$ cat src/rtl/fifo16k_pkg.sv
// Shared definitions for the FIFO_16K_BLK pop-side reader.
// Holds the POP_FLAG encoding, the reader FSM state type and the read-latency helper.
// No logic of its own.
package fifo16k_pkg;

  // POP_FLAG values that carry an exact word count; every other code means two or more.
  localparam logic [3:0] FLAG_EMPTY = 4'h0;
  localparam logic [3:0] FLAG_ONE   = 4'h1;

  typedef enum logic [1:0] {
    IDLE  = 2'd0,
    FLUSH = 2'd1,
    DRAIN = 2'd2
  } rd_state_e;

  // A registered read port in the FIFO adds one cycle between POP and DOUT.
  function automatic int rd_lat_from_reg_rd(input logic reg_rd_int);
    return reg_rd_int ? 2 : 1;
  endfunction

endpackage

$ cat src/rtl/fifo16k_out_buf.sv
// Circular first-word-fall-through buffer with modulo-DEPTH pointers and a separate count.
// Latency: a word written in cycle t is visible on rd_dat in cycle t+1.
// Backpressure: rd_dat holds while rd_vld && !rd_rdy; writer must never write while full.
//
// Ports: clk, rst_n (async active-low), clr (sync empty), wr_vld/wr_dat (write),
//        rd_vld/rd_dat/rd_rdy (head word and accept), count (current occupancy).
module fifo16k_out_buf #(
  parameter int DATA_W = 32,
  parameter int DEPTH  = 4,
  localparam int CNT_W = $clog2(DEPTH + 1),
  localparam int PTR_W = (DEPTH > 1) ? $clog2(DEPTH) : 1
) (
  input  logic              clk,
  input  logic              rst_n,
  input  logic              clr,
  input  logic              wr_vld,
  input  logic [DATA_W-1:0] wr_dat,
  output logic              rd_vld,
  output logic [DATA_W-1:0] rd_dat,
  input  logic              rd_rdy,
  output logic [CNT_W-1:0]  count
);

  logic [DATA_W-1:0] mem [DEPTH];
  logic [PTR_W-1:0]  wr_ptr;
  logic [PTR_W-1:0]  rd_ptr;
  logic              do_rd;

  // Explicit wrap keeps non-power-of-two depths correct.
  function automatic logic [PTR_W-1:0] ptr_next(input logic [PTR_W-1:0] p);
    return (p == PTR_W'(DEPTH - 1)) ? '0 : p + PTR_W'(1);
  endfunction

  assign rd_vld = (count != '0);
  assign do_rd  = rd_vld && rd_rdy;
  // Zero when empty so the output bus is quiet out of reset and after a clear.
  assign rd_dat = rd_vld ? mem[rd_ptr] : '0;

  always_ff @(posedge clk or negedge rst_n) begin
    if (!rst_n) begin
      wr_ptr <= '0;
      rd_ptr <= '0;
      count  <= '0;
    end else if (clr) begin
      wr_ptr <= '0;
      rd_ptr <= '0;
      count  <= '0;
    end else begin
      if (wr_vld) wr_ptr <= ptr_next(wr_ptr);
      if (do_rd)  rd_ptr <= ptr_next(rd_ptr);
      // Simultaneous write and accept leave the count unchanged.
      case ({wr_vld, do_rd})
        2'b10:   count <= count + CNT_W'(1);
        2'b01:   count <= count - CNT_W'(1);
        default: count <= count;
      endcase
    end
  end

  always_ff @(posedge clk) begin
    if (wr_vld && !clr) mem[wr_ptr] <= wr_dat;
  end

endmodule

$ cat src/rtl/fifo16k_pop_reader.sv
// Turns the FIFO_16K_BLK POP/POP_FLAG/DOUT port into a valid/ready stream and sequences pop-side flush.
// Latency: POP to M_Valid is RD_LAT+1 cycles; one word per cycle sustained when the flag shows 2+.
// Backpressure: POP is withheld unless buffered plus in-flight words fit, so M_Ready=0 never drops data.
//
// Ports: Pop_Clk, Pop_Rst_n (async active-low); POP_FLAG/DOUT in and POP/Fifo_Pop_Flush out to the FIFO;
//        Flush_Req (one-cycle request); M_Valid/M_Data/M_Ready stream out; Busy (flush or pop in flight).
module fifo16k_pop_reader
  import fifo16k_pkg::*;
#(
  parameter int DATA_W    = 32,
  parameter int RD_LAT    = 1,
  parameter int BUF_DEPTH = 4
) (
  input  logic              Pop_Clk,
  input  logic              Pop_Rst_n,
  input  logic [3:0]        POP_FLAG,
  input  logic [DATA_W-1:0] DOUT,
  output logic              POP,
  output logic              Fifo_Pop_Flush,
  input  logic              Flush_Req,
  output logic              M_Valid,
  output logic [DATA_W-1:0] M_Data,
  input  logic              M_Ready,
  output logic              Busy
);

  localparam int CNT_W = $clog2(BUF_DEPTH + 1);
  localparam int SUM_W = CNT_W + 1;
  localparam int DR_W  = (RD_LAT > 1) ? $clog2(RD_LAT) : 1;

  if (RD_LAT < 1) begin : g_bad_lat
    $error("fifo16k_pop_reader: RD_LAT must be at least 1");
  end
  if (BUF_DEPTH < RD_LAT + 1) begin : g_bad_depth
    $error("fifo16k_pop_reader: BUF_DEPTH must be at least RD_LAT+1");
  end

  rd_state_e         state;
  rd_state_e         state_nxt;
  logic [RD_LAT-1:0] pop_pipe;   // bit i set: POP issued i+1 cycles ago
  logic [DR_W-1:0]   drain_cnt;
  logic [SUM_W-1:0]  inflight;
  logic [CNT_W-1:0]  buf_count;
  logic [1:0]        avail;
  logic              have_word;
  logic              room;
  logic              buf_wr;
  logic              buf_clr;

  always_comb begin
    case (POP_FLAG)
      FLAG_EMPTY: avail = 2'd0;
      FLAG_ONE:   avail = 2'd1;
      default:    avail = 2'd2;
    endcase
  end

  // The flag has not yet seen last cycle's POP, so discount it (saturating at zero).
  assign have_word = (avail > {1'b0, pop_pipe[0]});

  always_comb begin
    inflight = '0;
    for (int i = 0; i < RD_LAT; i++) inflight = inflight + SUM_W'(pop_pipe[i]);
  end

  // Every word we pop must already have a reserved buffer slot.
  assign room = (SUM_W'(buf_count) + inflight) < SUM_W'(BUF_DEPTH);

  always_comb begin
    state_nxt      = state;
    POP            = 1'b0;
    Fifo_Pop_Flush = 1'b0;
    buf_clr        = 1'b0;
    case (state)
      IDLE: begin
        // A flush request pre-empts a pop in the same cycle; POP is held low in reset.
        if (Flush_Req) state_nxt = FLUSH;
        else           POP = Pop_Rst_n && have_word && room;
      end
      FLUSH: begin
        Fifo_Pop_Flush = 1'b1;
        buf_clr        = 1'b1;
        state_nxt      = DRAIN;
      end
      DRAIN: begin
        if (drain_cnt == DR_W'(RD_LAT - 1)) state_nxt = IDLE;
      end
      default: state_nxt = IDLE;
    endcase
  end

  always_ff @(posedge Pop_Clk or negedge Pop_Rst_n) begin
    if (!Pop_Rst_n) begin
      state     <= IDLE;
      pop_pipe  <= '0;
      drain_cnt <= '0;
    end else begin
      state       <= state_nxt;
      pop_pipe[0] <= POP;
      for (int i = 1; i < RD_LAT; i++) pop_pipe[i] <= pop_pipe[i-1];
      if (state == DRAIN) drain_cnt <= drain_cnt + DR_W'(1);
      else                drain_cnt <= '0;
    end
  end

  // Words returning during FLUSH/DRAIN belong to the flushed stream and are dropped.
  assign buf_wr = pop_pipe[RD_LAT-1] && (state == IDLE);
  assign Busy   = (state != IDLE) || (pop_pipe != '0);

  fifo16k_out_buf #(
    .DATA_W (DATA_W),
    .DEPTH  (BUF_DEPTH)
  ) u_buf (
    .clk    (Pop_Clk),
    .rst_n  (Pop_Rst_n),
    .clr    (buf_clr),
    .wr_vld (buf_wr),
    .wr_dat (DOUT),
    .rd_vld (M_Valid),
    .rd_dat (M_Data),
    .rd_rdy (M_Ready),
    .count  (buf_count)
  );

endmodule

$ cat config.mk
export PLATFORM = sky130hd
export DESIGN_NAME = fifo16k_pop_reader
export DESIGN_NICKNAME = d
export VERILOG_FILES = /design/src/rtl/fifo16k_pkg.sv /design/src/rtl/fifo16k_out_buf.sv /design/src/rtl/fifo16k_pop_reader.sv
export SDC_FILE = /design/constraint.sdc
export NUM_CORES = 1
export LEC_CHECK = 0
export CAP_MARGIN = 20
export CORE_MARGIN = 2
export CORE_UTILIZATION = 49
export DETAILED_ROUTE_END_ITERATION = 8
export GPL_TIMING_DRIVEN = 0
export PLACE_DENSITY = 0.82
export REMOVE_ABC_BUFFERS = 1
export SLEW_MARGIN = 30
export SYNTH_ARGS = -nofsm -noshare
export SYNTH_HDL_FRONTEND = slang
export SYNTH_SLANG_ARGS = --single-unit
$ cat constraint.sdc
create_clock -name Pop_Clk -period 2.1 [get_ports Pop_Clk]
set_clock_uncertainty 0.2 [all_clocks]
set_input_delay 0.63 -clock Pop_Clk [delete_from_list [all_inputs] [get_ports Pop_Clk]]
set_output_delay 0.63 -clock Pop_Clk [all_outputs]
set_load 0.05 [all_outputs]
==> key figures <==
Place
  – Final HPWL DP: 6240 µm
  – Worst slack, placed: -1410 ps
  – Port buffer count: 75
  – GP Congestion: 0.702
  – Placed instance count: 481

Yosys
  – Avg Inst Size Synth: 20.4 µm²
  – Synth cell count leaders: 128 x edfxtp_1, 33 x nor2b_1, 32 x mux4_2
  – Synth async-reset ratio: 7.91%
  – Mapped Cells: 269
  – Synthesized area: 5500 µm²
  – Post-synth EDFFs: 128
  – Top_reg_cell synth: edfxtp_1
  – Cell accounting for the most synthesized area: edfxtp_1
  – Area share of the largest cell type after synthesis: 69.9%
  – #FFs+latches synth: 139
  – Most instantiated library cell after synthesis: edfxtp_1
  – Sequential element share of the synthesized area: 74.9%
  – Unique masters post-synth: 28
  – Synth area leaders: edfxtp_1 70%, mux4_2 13%, dfrtp_1 5.0%
  – Warnings from Yosys: 0

Setup path
  – CP Class: flip-flop to output port
  – Worst r2r src: state[0]$_DFFE_PN0P_
  – Critical path launch point: u_buf.rd_ptr[0]$_DFFE_PN0P_
  – R2r worst-path depth: 8
  – Worst flop-to-flop path endpoint: u_buf.count[2]$_DFFE_PN0P_
  – FF-to-FF setup slack: -130 ps
  – Startpoint types: flip-flop
  – Crit end category: output port
  – Worst EP required: 1270 ps
  – Worst-path maximum fanout: 6
  – Arr. time, crit path: 2080 ps

CTS
  – Clock Path Buffers: 2
  – Clock Sinks: 139
  – H-Tree Level Count: 4
  – Clock tree from TritonCTS: built
  – Root buffer cell: clkbuf_8
  – Clk_lat worst skew: 530 ps
  – Worst-path clk slew: 60 ps
  – Num CTS Buffers: 17

Cells and area
  – Share of post-route cells with drive strength above 1: 45.8%
  – Area Overhead vs Synth: 41.7%
  – Final Net Count: 435
  – Ant diodes: 0
  – Final Non-Filler Cells: 542

Die
  – Io pins: 76
  – Row count: 38
  – Die ar.: 12100 µm²
  – Chip Height: 110 µm
  – Core area: 10900 µm²
  – Die width: 110 µm
  – Starting Density: 50.5%

Power and ir drop
  – Max VDD drop: 1.00 mV
  – Power per standard cell area: 1470 nW/µm²
  – Static leakage: 2.77 nW

Worst hold path
  – Hold EP: drain_cnt$_DFF_PN0_
  – Worst hold start: drain_cnt$_DFF_PN0_
  – Hold depth: 1
  – Worst min path class: flip-flop to flip-flop

Timing
  – # setup viols final: 37
  – Final setup margin: -809 ps
  – Slew Viols, Final: 0
  – Hold WS: 268 ps
  – RSZ-0062 raised after global routing: yes
  – Worst Max-Slew Pin Slew: 572 ps
  – Slew HR: 61.7%
  – Final hold vios: 0
  – Final Cycle Share: 139%
  – Post-layout min period: 2910 ps
  – Max Fclk: 344 MHz

Detailed routing
  – Routed via count: 2899
  – # DRC: 0
  – Vias/cell: 5.35
  – Avg WL per Cell: 20.4 µm
  – First drt pass iteration count: 4
  – Antenna viol nets, final: 0
  – Initial DRC count: 151
  – Routed Wire Length: 11100 µm

GRT
  – Number of global-route vias before repair: 3165
  – Overall routing resource usage: 19.6%
  – First-pass GRT wire length: 16300 µm
  – Largest net degree at the start of global routing: 22
  – Initial antenna violation count: 0
  – Gr ovfl total: 0

Run status
  – Status: complete, but fails checks
  – Failing checks: setup timing

Flow run
  – Max-Cap Viols: 0
[worst max-delay path by stage]
stage / cells past startpoint / slack [ps] / endpoint
global route: 5 / -870 / M_Data[7]
CTS: 5 / -850 / M_Data[26]
detailed placement: 4 / -1410 / POP
global placement: 3 / -3570 / M_Data[26]
finish: 5 / -810 / M_Data[7]
floorplan: 2 / -1650 / M_Valid
[power by group]
group          internal, mW  leakage (nW)  switching [mW]  total [mW]
clock                  1.95         0.302            1.02        2.97
combinational          2.37          1.18            2.80        5.17
sequential             3.19          1.29           0.149        3.34
total                  7.52          2.77            3.97        11.5
[repair_timing]
action	in CTS	in global routing
endpoints found under the hold margin	11	0
gates resized for setup	308	36
setup endpoints to repair	166	58
hold buffers	1	0
pin swaps	5	8
setup buffers	21	6
cloned	2	1
[metal layers]
layer	routed length (µm)	GRT usage [%]	up-vias
li1	-	-	1311
met1	4400	22.0	1500
met2	5960	33.6	72
met3	527	7.71	16
met4	171	7.50	0
met5	0	0	-
[registers in the layout (all words and copies together) (netlist names)]
signal	count
u_buf.mem	128
u_buf.rd_ptr	2
u_buf.count	3
u_buf.wr_ptr	2
drain_cnt	1
state	2
pop_pipe	1
[critical path: stages, from the launching register on]
cell and delay, ps:
dfrtp_4 500, buf_12 160, buf_16 140, mux4_2 420, nor2b_1 170, buf_6 150
[layout make-up]
cell class,count,area [µm²]
Multi-Input combinational cell,113,1530
Tap cell,140,175
Clock buffer,24,490
Timing Repair Buffer,114,1340
Inverter,4,15.0
Clock inverter,8,114
Sequential cell,139,4130
Fill cell,676,3090
[cells by family (layout without fill, tap and decap cells)]
family | Yosys count | count (layout) | synth area share, %
AOI/OAI and AO/OA | 8 | 8 | 1.18
muxes | 34 | 34 | 13.5
buffers and inverters | 17 | 150 | 1.84
and+or+nand+nor | 62 | 62 | 6.64
adders and majority gates | 6 | 6 | 1.50
xor gates and xnor gates | 3 | 3 | 0.478
DFF | 139 | 139 | 74.9
[cells in the final DEF, fill, tap and decap left out, types with 3 or more instances in the layout]
| master | synthesis | layout |
|---|---|---|
| ha_1 | 5 | 5 |
| buf_16 | 0 | 7 |
| mux4_2 | 32 | 32 |
| edfxtp_1 | 128 | 128 |
| nor2b_1 | 33 | 14 |
| dfrtp_1 | 11 | 5 |
| dfrtp_2 | 0 | 4 |
| buf_12 | 0 | 4 |
| clkbuf_8 | 0 | 6 |
| inv_1 | 4 | 3 |
| buf_4 | 0 | 15 |
| dlygate4sd2_1 | 0 | 3 |
| nor2b_4 | 0 | 19 |
| clkdlybuf4s50_1 | 0 | 35 |
| clkbuf_16 | 0 | 17 |
| xnor2_1 | 3 | 3 |
| clkinv_2 | 0 | 4 |
| nor2_1 | 9 | 5 |
| bufinv_16 | 0 | 3 |
| and2_4 | 0 | 4 |
| buf_6 | 4 | 46 |
[stage by stage]
stage / setup TNS [ps] / util, % / power (mW) / instance area, µm²
floorplan: -97970 / - / 5.95 / 5410
global placement: -252190 / 58.2 / 6.66 / 6340
detailed placement: -72850 / 60.1 / 7.32 / 6540
CTS: -26200 / 69.9 / 11.2 / 7610
global route: -27630 / 71.6 / 11.9 / 7800
finish: -25100 / 71.6 / 11.5 / 7800
No activity file was read; power rests on OpenSTA's default activity.
